<file path="config.mk">
export PLATFORM = sky130hd
export DESIGN_NAME = secure_reg_access_ctrl
export DESIGN_NICKNAME = d
export VERILOG_FILES = /design/src/rtl/secure_reg_pkg.sv /design/src/rtl/secure_req_fifo.sv /design/src/rtl/secure_reg_access_ctrl.sv
export SDC_FILE = /design/constraint.sdc
export NUM_CORES = 1
export LEC_CHECK = 0
export ABC_AREA = 1
export CAP_MARGIN = 15
export CORE_ASPECT_RATIO = 0.75
export CORE_MARGIN = 3
export CORE_UTILIZATION = 51
export DETAILED_ROUTE_END_ITERATION = 7
export PLACE_DENSITY = 0.75
export SYNTH_ARGS = -nofsm -noshare
export SYNTH_HDL_FRONTEND = slang
export SYNTH_HIERARCHICAL = 1
export SYNTH_SLANG_ARGS = --single-unit
</file>
<file path="constraint.sdc">
create_clock -name clk -period 2.5 [get_ports clk]
set_input_delay 0.625 -clock clk [delete_from_list [all_inputs] [get_ports clk]]
set_output_delay 0.625 -clock clk [all_outputs]
set_load 0.05 [all_outputs]
</file>
<file path="src/rtl/secure_reg_pkg.sv">
// Shared types and constants for the secure register access front-end.
package secure_reg_pkg;

  localparam int unsigned DEF_DATA_WIDTH = 32;
  localparam int unsigned DEF_TID_WIDTH  = 2;
  localparam int unsigned PRIV_TID       = 0;

  typedef struct packed {
    logic                      wr;
    logic [DEF_TID_WIDTH-1:0]  tid;
    logic [DEF_DATA_WIDTH-1:0] wdata;
  } req_t;

  typedef enum logic [1:0] {
    ST_IDLE    = 2'd0,
    ST_ISSUE   = 2'd1,
    ST_CAPTURE = 2'd2,
    ST_RESP    = 2'd3
  } state_e;

  function automatic logic [7:0] sat_inc8(input logic [7:0] v);
    if (v == 8'hFF) begin
      return 8'hFF;
    end else begin
      return v + 8'd1;
    end
  endfunction

endpackage

</file>
<file path="src/rtl/secure_req_fifo.sv">
// Synchronous request FIFO; a pop frees a slot for a push in the same cycle.
module secure_req_fifo
  import secure_reg_pkg::*;
#(
  parameter int unsigned WIDTH = 8,
  parameter int unsigned DEPTH = 4
) (
  input  logic             clk,
  input  logic             rst_n,
  input  logic             push,
  input  logic [WIDTH-1:0] din,
  input  logic             pop,
  output logic [WIDTH-1:0] dout,
  output logic             full,
  output logic             empty
);

  localparam int unsigned AW = (DEPTH > 1) ? $clog2(DEPTH) : 1;

  logic [WIDTH-1:0] mem_q [DEPTH];
  logic [WIDTH-1:0] mem_d [DEPTH];
  logic [AW-1:0]    wr_ptr_q, wr_ptr_d;
  logic [AW-1:0]    rd_ptr_q, rd_ptr_d;
  logic [AW:0]      cnt_q, cnt_d;
  logic             do_push_s, do_pop_s;

  assign full      = (cnt_q == (AW+1)'(DEPTH));
  assign empty     = (cnt_q == (AW+1)'(0));
  assign dout      = mem_q[rd_ptr_q];
  assign do_pop_s  = pop & ~empty;
  assign do_push_s = push & (~full | do_pop_s);

  // Next-state for storage, pointers and occupancy
  always_comb begin
    mem_d    = mem_q;
    wr_ptr_d = wr_ptr_q;
    rd_ptr_d = rd_ptr_q;
    if (do_push_s) begin
      mem_d[wr_ptr_q] = din;
      wr_ptr_d        = wr_ptr_q + AW'(1);
    end else begin
      wr_ptr_d = wr_ptr_q;
    end
    if (do_pop_s) begin
      rd_ptr_d = rd_ptr_q + AW'(1);
    end else begin
      rd_ptr_d = rd_ptr_q;
    end
    case ({do_push_s, do_pop_s})
      2'b10:   cnt_d = cnt_q + (AW+1)'(1);
      2'b01:   cnt_d = cnt_q - (AW+1)'(1);
      default: cnt_d = cnt_q;
    endcase
  end

  // FIFO state registers
  always_ff @(posedge clk or negedge rst_n) begin
    if (!rst_n) begin
      for (int i = 0; i < int'(DEPTH); i++) begin
        mem_q[i] <= {WIDTH{1'b0}};
      end
      wr_ptr_q <= {AW{1'b0}};
      rd_ptr_q <= {AW{1'b0}};
      cnt_q    <= {(AW+1){1'b0}};
    end else begin
      mem_q    <= mem_d;
      wr_ptr_q <= wr_ptr_d;
      rd_ptr_q <= rd_ptr_d;
      cnt_q    <= cnt_d;
    end
  end

endmodule

</file>
<file path="src/rtl/secure_reg_access_ctrl.sv">
// Thread-tagged front-end for the secure register: buffers requests, lets only
// the privileged thread reach the register, and answers every request in order.
module secure_reg_access_ctrl
  import secure_reg_pkg::*;
#(
  parameter int unsigned DATA_WIDTH = DEF_DATA_WIDTH,
  parameter int unsigned TID_WIDTH  = DEF_TID_WIDTH,
  parameter int unsigned FIFO_DEPTH = 4
) (
  input  logic                  clk,
  input  logic                  rst_n,
  input  logic                  req_valid,
  output logic                  req_ready,
  input  logic                  req_wr,
  input  logic [TID_WIDTH-1:0]  req_tid,
  input  logic [DATA_WIDTH-1:0] req_wdata,
  output logic                  rsp_valid,
  input  logic                  rsp_ready,
  output logic [DATA_WIDTH-1:0] rsp_rdata,
  output logic                  rsp_err,
  output logic [TID_WIDTH-1:0]  rsp_tid,
  output logic [DATA_WIDTH-1:0] reg_data_in,
  output logic                  reg_wr_en,
  output logic                  reg_access_en,
  output logic [TID_WIDTH-1:0]  reg_thread_id,
  input  logic [DATA_WIDTH-1:0] reg_data_out,
  output logic                  viol_sticky,
  output logic [7:0]            viol_count
);

  typedef struct packed {
    logic                  wr;
    logic [TID_WIDTH-1:0]  tid;
    logic [DATA_WIDTH-1:0] wdata;
  } cur_req_t;

  localparam int unsigned          RW   = $bits(cur_req_t);
  localparam logic [TID_WIDTH-1:0] PRIV = TID_WIDTH'(PRIV_TID);

  logic                  fifo_push_s, fifo_pop_s, fifo_full_s, fifo_empty_s;
  logic [RW-1:0]         fifo_dout_s;
  cur_req_t              head_s, push_word_s;
  logic                  head_perm_s;

  state_e                state_q, state_d;
  cur_req_t              cur_q, cur_d;
  logic                  perm_q, perm_d;
  logic                  reg_access_en_q, reg_access_en_d;
  logic                  reg_wr_en_q, reg_wr_en_d;
  logic [DATA_WIDTH-1:0] reg_data_in_q, reg_data_in_d;
  logic [TID_WIDTH-1:0]  reg_thread_id_q, reg_thread_id_d;
  logic                  rsp_valid_q, rsp_valid_d;
  logic [DATA_WIDTH-1:0] rsp_rdata_q, rsp_rdata_d;
  logic                  rsp_err_q, rsp_err_d;
  logic [TID_WIDTH-1:0]  rsp_tid_q, rsp_tid_d;
  logic                  viol_sticky_q, viol_sticky_d;
  logic [7:0]            viol_count_q, viol_count_d;

  assign req_ready   = ~fifo_full_s;
  assign fifo_push_s = req_valid & ~fifo_full_s;
  assign push_word_s = '{wr: req_wr, tid: req_tid, wdata: req_wdata};
  assign head_s      = cur_req_t'(fifo_dout_s);

  secure_req_fifo #(
    .WIDTH (RW),
    .DEPTH (FIFO_DEPTH)
  ) u_fifo (
    .clk   (clk),
    .rst_n (rst_n),
    .push  (fifo_push_s),
    .din   (push_word_s),
    .pop   (fifo_pop_s),
    .dout  (fifo_dout_s),
    .full  (fifo_full_s),
    .empty (fifo_empty_s)
  );

  // Policy check: anything not provably the privileged thread (incl. X) is denied
  always_comb begin
    if (head_s.tid == PRIV) begin
      head_perm_s = 1'b1;
    end else begin
      head_perm_s = 1'b0;
    end
  end

  // Request sequencer: pop, issue, capture, respond
  always_comb begin
    state_d         = state_q;
    cur_d           = cur_q;
    perm_d          = perm_q;
    reg_access_en_d = 1'b0;
    reg_wr_en_d     = 1'b0;
    reg_data_in_d   = {DATA_WIDTH{1'b0}};
    reg_thread_id_d = {TID_WIDTH{1'b0}};
    rsp_valid_d     = rsp_valid_q;
    rsp_rdata_d     = rsp_rdata_q;
    rsp_err_d       = rsp_err_q;
    rsp_tid_d       = rsp_tid_q;
    viol_sticky_d   = viol_sticky_q;
    viol_count_d    = viol_count_q;
    fifo_pop_s      = 1'b0;

    case (state_q)
      ST_IDLE: begin
        if (!fifo_empty_s) begin
          fifo_pop_s = 1'b1;
          cur_d      = head_s;
          perm_d     = head_perm_s;
          state_d    = ST_ISSUE;
          // Strobes are registered, so they are set up here to be live during ISSUE
          if (head_perm_s) begin
            reg_access_en_d = 1'b1;
            reg_wr_en_d     = head_s.wr;
            reg_data_in_d   = head_s.wdata;
            reg_thread_id_d = head_s.tid;
          end else begin
            reg_access_en_d = 1'b0;
          end
        end else begin
          state_d = ST_IDLE;
        end
      end
      ST_ISSUE: begin
        if (!perm_q) begin
          viol_count_d  = sat_inc8(viol_count_q);
          viol_sticky_d = 1'b1;
        end else begin
          viol_count_d = viol_count_q;
        end
        state_d = ST_CAPTURE;
      end
      ST_CAPTURE: begin
        if (perm_q && !cur_q.wr) begin
          rsp_rdata_d = reg_data_out;
        end else begin
          rsp_rdata_d = {DATA_WIDTH{1'b0}};
        end
        rsp_err_d   = ~perm_q;
        rsp_tid_d   = cur_q.tid;
        rsp_valid_d = 1'b1;
        state_d     = ST_RESP;
      end
      ST_RESP: begin
        if (rsp_ready) begin
          rsp_valid_d = 1'b0;
          state_d     = ST_IDLE;
        end else begin
          state_d = ST_RESP;
        end
      end
      default: begin
        rsp_valid_d = 1'b0;
        state_d     = ST_IDLE;
      end
    endcase
  end

  // Sequencer, strobe and status registers
  always_ff @(posedge clk or negedge rst_n) begin
    if (!rst_n) begin
      state_q         <= ST_IDLE;
      cur_q           <= '{wr: 1'b0, tid: {TID_WIDTH{1'b0}}, wdata: {DATA_WIDTH{1'b0}}};
      perm_q          <= 1'b0;
      reg_access_en_q <= 1'b0;
      reg_wr_en_q     <= 1'b0;
      reg_data_in_q   <= {DATA_WIDTH{1'b0}};
      reg_thread_id_q <= {TID_WIDTH{1'b0}};
      rsp_valid_q     <= 1'b0;
      rsp_rdata_q     <= {DATA_WIDTH{1'b0}};
      rsp_err_q       <= 1'b0;
      rsp_tid_q       <= {TID_WIDTH{1'b0}};
      viol_sticky_q   <= 1'b0;
      viol_count_q    <= 8'd0;
    end else begin
      state_q         <= state_d;
      cur_q           <= cur_d;
      perm_q          <= perm_d;
      reg_access_en_q <= reg_access_en_d;
      reg_wr_en_q     <= reg_wr_en_d;
      reg_data_in_q   <= reg_data_in_d;
      reg_thread_id_q <= reg_thread_id_d;
      rsp_valid_q     <= rsp_valid_d;
      rsp_rdata_q     <= rsp_rdata_d;
      rsp_err_q       <= rsp_err_d;
      rsp_tid_q       <= rsp_tid_d;
      viol_sticky_q   <= viol_sticky_d;
      viol_count_q    <= viol_count_d;
    end
  end

  assign reg_access_en = reg_access_en_q;
  assign reg_wr_en     = reg_wr_en_q;
  assign reg_data_in   = reg_data_in_q;
  assign reg_thread_id = reg_thread_id_q;
  assign rsp_valid     = rsp_valid_q;
  assign rsp_rdata     = rsp_rdata_q;
  assign rsp_err       = rsp_err_q;
  assign rsp_tid       = rsp_tid_q;
  assign viol_sticky   = viol_sticky_q;
  assign viol_count    = viol_count_q;

endmodule
</file>
==> flow_metrics.env, run 1 <==
export IMPL_die_y_um=132.0
export IMPL_wl_um=27910
export IMPL_grt_usage_pct=24.12
export IMPL_p_int_mw=9.972
export IMPL_status="complete, no violations"
export IMPL_io_pins=153
export IMPL_required_ns=1.88
export IMPL_cp_slowest_stage_delay_ns=0.85
export IMPL_vdd_drop_max_mv=0.6899
export IMPL_synth_edf_count=0
export IMPL_cp_arrival_ns=1.81
export IMPL_ys_flop_type="dfrtp_1"
export IMPL_path_depth=1
export IMPL_cts_setup_buffers=0
export IMPL_ys_types=35
export IMPL_grt_setup_unrepaired="false"
export IMPL_port_buffers=152
export IMPL_cp_slowest_cell="clkdlybuf4s50_1"
export IMPL_die_w_um=174.0
export IMPL_post_dp_cell_area_um2=12510
export IMPL_areaGrowthSynthToFinish_pct=22.84
export IMPL_rows=45
export IMPL_clockRootBuffer="clkbuf_16"
export IMPL_vias=9169
export IMPL_switching_share_pct=45.49
export IMPL_yosysTopAreaCell="dfrtp_1"
export IMPL_postRouteAntennaNets=0
export IMPL_p_leak_nw=6.448
export IMPL_rr_worst_depth=13
export IMPL_cts_resized=0
export IMPL_total_power_mw=18.29
export IMPL_dp_final_hpwl_um=16510
export IMPL_clk_latency_ns=0.51
export IMPL_combPwrFrac_pct=47.9
export IMPL_synth_common_cells="nand2_1, dfrtp_1, nand4_1"
export IMPL_slew_violations=0
export IMPL_fp_coreArea_um2=20490
export IMPL_holdBufCountCts=0
export IMPL_initial_utilization_pct=52.66
export IMPL_wl_per_cell_um=17.03
export IMPL_setup_violations=0
export IMPL_power_density_nw_per_um2=1380
export IMPL_cp_buffers_inverters=1
export IMPL_yosys_top_cells_area="dfrtp_1, nand2_1, nand4_1, o21ai_0, nor2_4"
export IMPL_cp_top_family="buffers and inverters"
export IMPL_clk_path_buf_depth=3
export IMPL_fillers=1722
export IMPL_finalCriticalPeriod_ns=2.435
export IMPL_cap_viol_max_count=0
export IMPL_cts_max_level=1
export IMPL_drtIter0Drc=991
export IMPL_clk_pin_slew_worst_paths_ns=0.06
export IMPL_place_congestion=0.7973
export IMPL_p_clk_share_pct=18.7
export IMPL_yosysTopAreaCellShare_pct=54.26
export IMPL_start_kind="flip-flop"
export IMPL_syn_area_um2=10790
export IMPL_avgSynthCellArea_um2=8.817
export IMPL_async_reset_ff_share_pct=100.0
export IMPL_period_share_pct=97.41
export IMPL_grt_max_degree=147
export IMPL_cts_inserted_buffers=24
export IMPL_path_class="flip-flop to output port"
export IMPL_synthesis_instances=1224
export IMPL_grt_pass1_wl_um=46640
export IMPL_cp_end_kind="output port"
export IMPL_path_cells="clkdlybuf4s50_1"
export IMPL_ys_seq_area_share_pct=54.26
export IMPL_drive_gt1_share_pct=9.145
export IMPL_cts_sinks=234
export IMPL_postLayoutCellArea_um2=13260
export IMPL_r2r_slack_ns=0.20
export IMPL_dieArea_um2=22960
export IMPL_power_switching_mw=8.322
export IMPL_pwr_share_seq_pct=33.3
export IMPL_grt_pass1_vias=8968
export IMPL_viasPerCell=5.594
export IMPL_nets=1421
export IMPL_clock_skew_final_ns=0.01387
export IMPL_yosys_warnings=6
export IMPL_dp_slack_ns=-0.002554
export IMPL_worstMarginPinSlew_ns=0.7448
export IMPL_antenna_found_initial=1
export IMPL_hp_class="input pin to asynchronous set/reset pin"
export IMPL_cts_tree="yes"
export IMPL_overflow=0
export IMPL_ys_seq_elements=234
export IMPL_hold_violations=0
export IMPL_drc=0
export IMPL_cp_max_fo=6
export IMPL_yosysMostFrequentCell="nand2_1"
export IMPL_first_pass_iters=5
export IMPL_fin_ws_ns=0.06466
export IMPL_relSlewSlack_pct=50.23
export IMPL_holdWs_ns=0.05709
export IMPL_max_freq_ghz=0.4106
registers in the layout (all words and copies together) (netlist names):
register	flops
reg_access_en	1
cur_q	3
u_fifo/cnt_q	3
rsp_err	1
rsp_valid	1
rsp_tid	2
perm_q	1
viol_sticky	1
reg_data_in	32
u_fifo/mem_q	140
u_fifo/rd_ptr_q	2
u_fifo/wr_ptr_q	2
viol_count	8
reg_thread_id	2
reg_wr_en	1
rsp_rdata	32
state_q	2
kinds of logic (layout without fill, tap and decap cells):
logic type,after synthesis,count (layout),synth area share (%)
xor+xnor,4,4,0.3247
fa+ha+maj,7,7,0.8811
compound gates,116,116,5.785
flops,234,234,54.26
other cells,1,3,0.03475
simple gates,704,704,31.68
buf+inv,158,289,7.038
layout by cell type, fill, tap and decap left out, types with 2 or more instances in the layout:
master,synthesis,routed
nor2_8,2,2
conb_1,1,2
clkbuf_16,0,25
ha_1,6,2
clkdlybuf4s50_1,0,150
o22ai_1,35,35
ha_2,0,4
nand4_1,140,140
buf_4,12,30
dfrtp_1,234,233
nand2_1,388,388
o21ai_0,80,80
nor2_4,31,32
nor2_1,81,80
xor2_1,2,2
clkbuf_8,0,3
nand3_1,48,48
xnor2_1,2,2
buf_12,3,6
inv_1,57,57
inv_2,5,6
nand3_4,3,4
clkbuf_1,33,8
path summary, 6_finish.rpt:
check,from,end
worst max-delay path,viol_count[2],viol_count[2]
worst min-delay path,rst_n,viol_count[3]
worst max register to register,u_fifo/cnt_q[0],u_fifo/cnt_q[2]
worst min register to register,u_fifo/mem_q[95],u_fifo/mem_q[95]
max in group asynchronous,rst_n,rsp_rdata[18]
min in group clk,u_fifo/mem_q[95],u_fifo/mem_q[95]
per-stage QoR:
| stage | setup TNS (ns) | utilization (%) | std cells |
|---|---|---|---|
| after global placement | 0 | 61.06 | 1599 |
| after floorplan | 0 | - | 1225 |
| after CTS | 0 | 64.67 | 1638 |
| after global routing | 0 | 64.68 | 1639 |
| after detailed placement | -0.002554 | 61.06 | 1599 |
| final | 0 | 64.68 | 1639 |
per-layer routing:
layer  vias up  wire length [um]  global-route usage (%)
met2       397             12720                   37.82
met3        60              2121                   3.972
met4         0               600                   5.938
met1      4426             12470                   35.39
li1       4286                 -                       -
met5         -                 0                       0
layout make-up:
cell class                      count  area (um^2)  share of cell area (%)
Sequential cell                   234         5857                   44.18
Multi-Input combinational cell    833         4205                   31.72
Timing Repair Buffer              187         1862                   14.04
Clock buffer                       36        696.9                   5.257
Tap cell                          282        352.8                   2.662
Inverter                           63        236.5                   1.784
Clock inverter                      3        43.79                  0.3303
Antenna cell                        1        2.502                 0.01888
power groups by stage:
| stage | combinational, mW | clock (mW) | sequential [mW] |
|---|---|---|---|
| after floorplan | 5.09 | 0 | 7.28 |
| after global placement | 8.53 | 0 | 6.10 |
| after detailed placement | 8.70 | 0 | 6.13 |
| after CTS | 8.74 | 3.49 | 6.09 |
| after global routing | 9.56 | 3.63 | 6.28 |
| final | 8.77 | 3.43 | 6.10 |
(Power assumes the default switching activity.)
==> run 2, diff against run 1 <==
--- a/config.mk
+++ b/config.mk
@@ -7,7 +7,7 @@
 export LEC_CHECK = 0
 export ABC_AREA = 1
 export CAP_MARGIN = 15
-export CORE_ASPECT_RATIO = 0.75
+export CORE_ASPECT_RATIO = 0.9
 export CORE_MARGIN = 3
 export CORE_UTILIZATION = 51
 export DETAILED_ROUTE_END_ITERATION = 7
==> flow_metrics.env, run 2 (synthesis results as in run 1) <==
export IMPL_status="complete, no violations"
export IMPL_postRouteAntennaNets=0
export IMPL_grt_pass1_wl_um=45920
export IMPL_start_kind="flip-flop"
export IMPL_final_common_cell="nand2_1"
export IMPL_cts_inserted_buffers=24
export IMPL_port_buffers=152
export IMPL_power_switching_mw=8.292
export IMPL_cp_buffers_inverters=1
export IMPL_cts_setup_buffers=0
export IMPL_pwr_share_seq_pct=33.3
export IMPL_holdBufCountCts=0
export IMPL_period_share_pct=97.30
export IMPL_dieArea_um2=22940
export IMPL_combPwrFrac_pct=47.4
export IMPL_p_leak_nw=6.466
export IMPL_finalCriticalPeriod_ns=2.432
export IMPL_cts_max_level=1
export IMPL_fillers=1707
export IMPL_grt_pass1_vias=8773
export IMPL_clk_pin_slew_worst_paths_ns=0.06
export IMPL_cp_max_fo=6
export IMPL_vdd_drop_max_mv=0.7454
export IMPL_grt_usage_pct=24.16
export IMPL_cts_tree="yes"
export IMPL_path_class="flip-flop to output port"
export IMPL_antenna_cells=0
export IMPL_largest_reg_flops=140
export IMPL_drive_gt1_share_pct=9.373
export IMPL_worstMarginPinSlew_ns=0.7232
export IMPL_dp_slack_ns=0.07323
export IMPL_largest_register="u_fifo/mem_q"
export IMPL_clk_latency_ns=0.52
export IMPL_areaGrowthSynthToFinish_pct=23.10
export IMPL_hold_violations=0
export IMPL_post_dp_cell_area_um2=12500
export IMPL_path_cells="clkdlybuf4s50_1"
export IMPL_drc=0
export IMPL_cts_sinks=234
export IMPL_cp_slowest_cell="clkdlybuf4s50_1"
export IMPL_clock_skew_final_ns=0.01373
export IMPL_io_pins=153
export IMPL_cp_slowest_stage_delay_ns=0.84
export IMPL_antenna_found_initial=0
export IMPL_power_density_nw_per_um2=1383
export IMPL_wl_per_cell_um=17.00
export IMPL_clockRootBuffer="clkbuf_16"
export IMPL_first_pass_iters=5
export IMPL_wl_um=27790
export IMPL_cts_resized=0
export IMPL_grt_setup_unrepaired="false"
export IMPL_hp_class="input pin to asynchronous set/reset pin"
export IMPL_layout_common_cells="nand2_1, dfrtp_1, clkdlybuf4s50_1"
export IMPL_fin_ws_ns=0.06752
export IMPL_initial_utilization_pct=53.02
export IMPL_rows=49
export IMPL_p_int_mw=10.08
export IMPL_dp_final_hpwl_um=16960
export IMPL_overflow=0
export IMPL_clk_path_buf_depth=3
export IMPL_slew_violations=0
export IMPL_drtIter0Drc=920
export IMPL_vias=9032
export IMPL_die_y_um=144
export IMPL_switching_share_pct=45.14
export IMPL_place_congestion=0.8170
export IMPL_total_power_mw=18.37
export IMPL_fin_tns_setup_ns=0
export IMPL_required_ns=1.88
export IMPL_cp_arrival_ns=1.81
export IMPL_grt_max_degree=147
export IMPL_cap_viol_max_count=0
export IMPL_cp_end_kind="output port"
export IMPL_setup_violations=0
export IMPL_fp_coreArea_um2=20350
export IMPL_viasPerCell=5.524
export IMPL_cp_top_family="buffers and inverters"
export IMPL_postLayoutCellArea_um2=13280
export IMPL_nets=1419
export IMPL_relSlewSlack_pct=51.67
export IMPL_max_freq_ghz=0.4111
export IMPL_p_clk_share_pct=19.4
export IMPL_die_w_um=159.3
## run 2: layout make-up
cell class	instances	area, um^2	share of cell area (%)
flip-flops and latches	234	5857	44.09
multi-input cells	833	4205	31.66
repair buffers	185	1854	13.96
clock buffers	37	740.7	5.576
well taps	280	350.3	2.637
inverters	63	236.5	1.780
clock inverters	3	40.04	0.3014
## run 2: per-layer routing
layer	track usage, %	vias up	share of wire [%]
met5	0	-	0
met4	6.126	0	1.8
met3	3.064	37	6.6
met2	40.40	379	48
met1	34.09	4330	44
li1	-	4286	-
## run 2: power groups by stage
stage | logic (mW) | clock network, mW | registers, mW
4_1_cts | 8.69 | 3.62 | 6.10
3_3_place_gp | 8.49 | 0 | 6.11
5_1_grt | 9.49 | 3.79 | 6.30
3_5_place_dp | 8.68 | 0 | 6.14
2_1_floorplan | 5.09 | 0 | 7.28
6_report | 8.70 | 3.56 | 6.11
## run 2: stage by stage
stage | hold slack, ns | std cells | utilization (%)
3_5_place_dp | 0.4530 | 1595 | 61.39
3_3_place_gp | 0.4474 | 1595 | 61.39
4_1_cts | 0.08253 | 1635 | 65.23
6_report | 0.06019 | 1635 | 65.26
5_1_grt | 0.1076 | 1635 | 65.26
2_1_floorplan | 0.3294 | 1225 | -
## run 2: final timing paths
check	to	slack (ns)	from	depth (start not counted)
max in group asynchronous	u_fifo/mem_q[29]	1.68	rst_n	2
worst min register to register	u_fifo/mem_q[97]	0.47	u_fifo/mem_q[97]	2
worst max-delay path	viol_count[2]	0.07	viol_count[2]	1
min in group clk	u_fifo/mem_q[97]	0.47	u_fifo/mem_q[97]	2
worst min-delay path	rsp_rdata[9]	0.06	rst_n	1
worst max register to register	u_fifo/mem_q[1]	0.17	u_fifo/cnt_q[2]	11
==> run 3, diff against run 2 <==
--- a/config.mk
+++ b/config.mk
@@ -8,10 +8,9 @@
 export ABC_AREA = 1
 export CAP_MARGIN = 15
 export CORE_ASPECT_RATIO = 0.9
-export CORE_MARGIN = 3
-export CORE_UTILIZATION = 51
+export CORE_MARGIN = 2
+export CORE_UTILIZATION = 42
 export DETAILED_ROUTE_END_ITERATION = 7
-export PLACE_DENSITY = 0.75
 export SYNTH_ARGS = -nofsm -noshare
 export SYNTH_HDL_FRONTEND = slang
 export SYNTH_HIERARCHICAL = 1
==> flow_metrics.env, run 3 (synthesis results as in run 1) <==
export IMPL_cp_slowest_cell="clkdlybuf4s50_1"
export IMPL_hp_class="input pin to asynchronous set/reset pin"
export IMPL_fp_coreArea_um2=25190
export IMPL_nets=1423
export IMPL_grt_pass1_wl_um=47820
export IMPL_antenna_found_initial=1
export IMPL_die_w_um=173.0
export IMPL_fin_tns_setup_ns=0
export IMPL_cp_end_kind="output port"
export IMPL_layout_cells_non_filler=1707
export IMPL_vdd_drop_max_mv=0.7314
export IMPL_cp_max_fo=6
export IMPL_clock_skew_final_ns=0.009841
export IMPL_max_freq_ghz=0.4139
export IMPL_cts_max_level=1
export IMPL_fillers=2380
export IMPL_cp_buffers_inverters=1
export IMPL_wl_um=29140
export IMPL_drtIter0Drc=567
export IMPL_largest_register="u_fifo/mem_q"
export IMPL_initial_utilization_pct=42.85
export IMPL_clk_path_buf_depth=3
export IMPL_place_congestion=0.7681
export IMPL_period_share_pct=96.64
export IMPL_wl_per_cell_um=17.07
export IMPL_die_y_um=156.1
export IMPL_cp_arrival_ns=1.79
export IMPL_path_cells="clkdlybuf4s50_1"
export IMPL_cts_tree="yes"
export IMPL_relSlewSlack_pct=47.25
export IMPL_largest_reg_flops=140
export IMPL_viasPerCell=5.289
export IMPL_grt_max_degree=147
export IMPL_required_ns=1.88
export IMPL_overflow=0
export IMPL_grt_setup_unrepaired="false"
export IMPL_postRouteAntennaNets=0
export IMPL_port_buffers=152
export IMPL_finalCriticalPeriod_ns=2.416
export IMPL_cp_slowest_stage_delay_ns=0.84
export IMPL_cap_viol_max_count=0
export IMPL_cts_sinks=234
export IMPL_vias=9028
export IMPL_areaGrowthSynthToFinish_pct=24.80
export IMPL_grt_usage_pct=21.70
export IMPL_clockRootBuffer="clkbuf_16"
export IMPL_total_power_mw=18.71
export IMPL_cp_top_family="buffers and inverters"
export IMPL_critPathLaunch="viol_count[2]"
export IMPL_worstMarginPinSlew_ns=0.7894
export IMPL_power_density_nw_per_um2=1389
export IMPL_path_class="flip-flop to output port"
export IMPL_rows=55
export IMPL_drc=0
export IMPL_start_kind="flip-flop"
export IMPL_drive_gt1_share_pct=9.824
export IMPL_layout_common_cells="nand2_1, dfrtp_1, clkdlybuf4s50_1"
export IMPL_dieArea_um2=26990
export IMPL_r2r_start="u_fifo/cnt_q[0]"
export IMPL_cts_inserted_buffers=27
export IMPL_status="complete, no violations"
export IMPL_slew_violations=0
export IMPL_grt_pass1_vias=8715
export IMPL_first_pass_iters=5
export IMPL_setup_violations=0
export IMPL_hold_violations=0
export IMPL_cts_setup_buffers=0
export IMPL_dp_cells=1658
export IMPL_clk_pin_slew_worst_paths_ns=0.06
export IMPL_io_pins=153
export IMPL_dp_final_hpwl_um=17120
export IMPL_p_leak_nw=6.517
export IMPL_final_common_cell="nand2_1"
export IMPL_clk_latency_ns=0.52
==> run 3: area by class of cell <==
| type | instances | area [um^2] | area share, % |
|---|---|---|---|
| Tap cell | 342 | 427.9 | 3.177 |
| Clock buffer | 42 | 812.0 | 6.029 |
| Timing Repair Buffer | 186 | 1867 | 13.86 |
| Sequential cell | 234 | 5857 | 43.49 |
| Clock inverter | 6 | 55.05 | 0.4088 |
| Inverter | 63 | 236.5 | 1.756 |
| Multi-Input combinational cell | 833 | 4210 | 31.26 |
| Antenna cell | 1 | 2.502 | 0.01858 |
==> run 3: timing repair <==
| action | 4_1_cts | 5_1_grt |
|---|---|---|
| gates resized for setup | 0 | 2 |
| hold buffers | 0 | 0 |
| endpoints found under the setup margin | 0 | 1 |
==> run 3: through the flow <==
stage | setup slack (ns) | hold WS (ns) | instance area, um^2 | util [%]
final | 0.08402 | 0.02966 | 13470 | 53.47
after global routing | 0.004139 | 0.06042 | 13470 | 53.47
after detailed placement | 0.05519 | 0.4529 | 12590 | 50.00
after floorplan | 0.2021 | 0.3294 | 10800 | -
after CTS | 0.06134 | 0.04240 | 13460 | 53.44
after global placement | 0.06806 | 0.4495 | 12590 | 50.00
==> run 3: path summary, 6_finish.rpt <==
path                               endpoint  slack (ns)  cells past startpoint
max                           viol_count[2]        0.08                      1
min                           rsp_rdata[10]        0.03                      1
max reg2reg                 u_fifo/cnt_q[2]        0.21                     13
min reg2reg                u_fifo/mem_q[80]        0.47                      2
max in group asynchronous   reg_data_in[13]        1.81                      2
min in group clk           u_fifo/mem_q[80]        0.47                      2
==> run 3: power by group <==
group          switching [mW]  internal (mW)
Combinational            6.12           2.65
Clock                    1.52           2.32
Sequential              0.803           5.30
==> run 3: per-layer routing <==
metal / global-route usage (%) / vias up / wire length, um
met5: 0 / - / 0
met4: 5.851 / 0 / 645
met3: 2.656 / 46 / 1488
met2: 34.70 / 260 / 13280
met1: 31.33 / 4420 / 13730
li1: - / 4302 / -
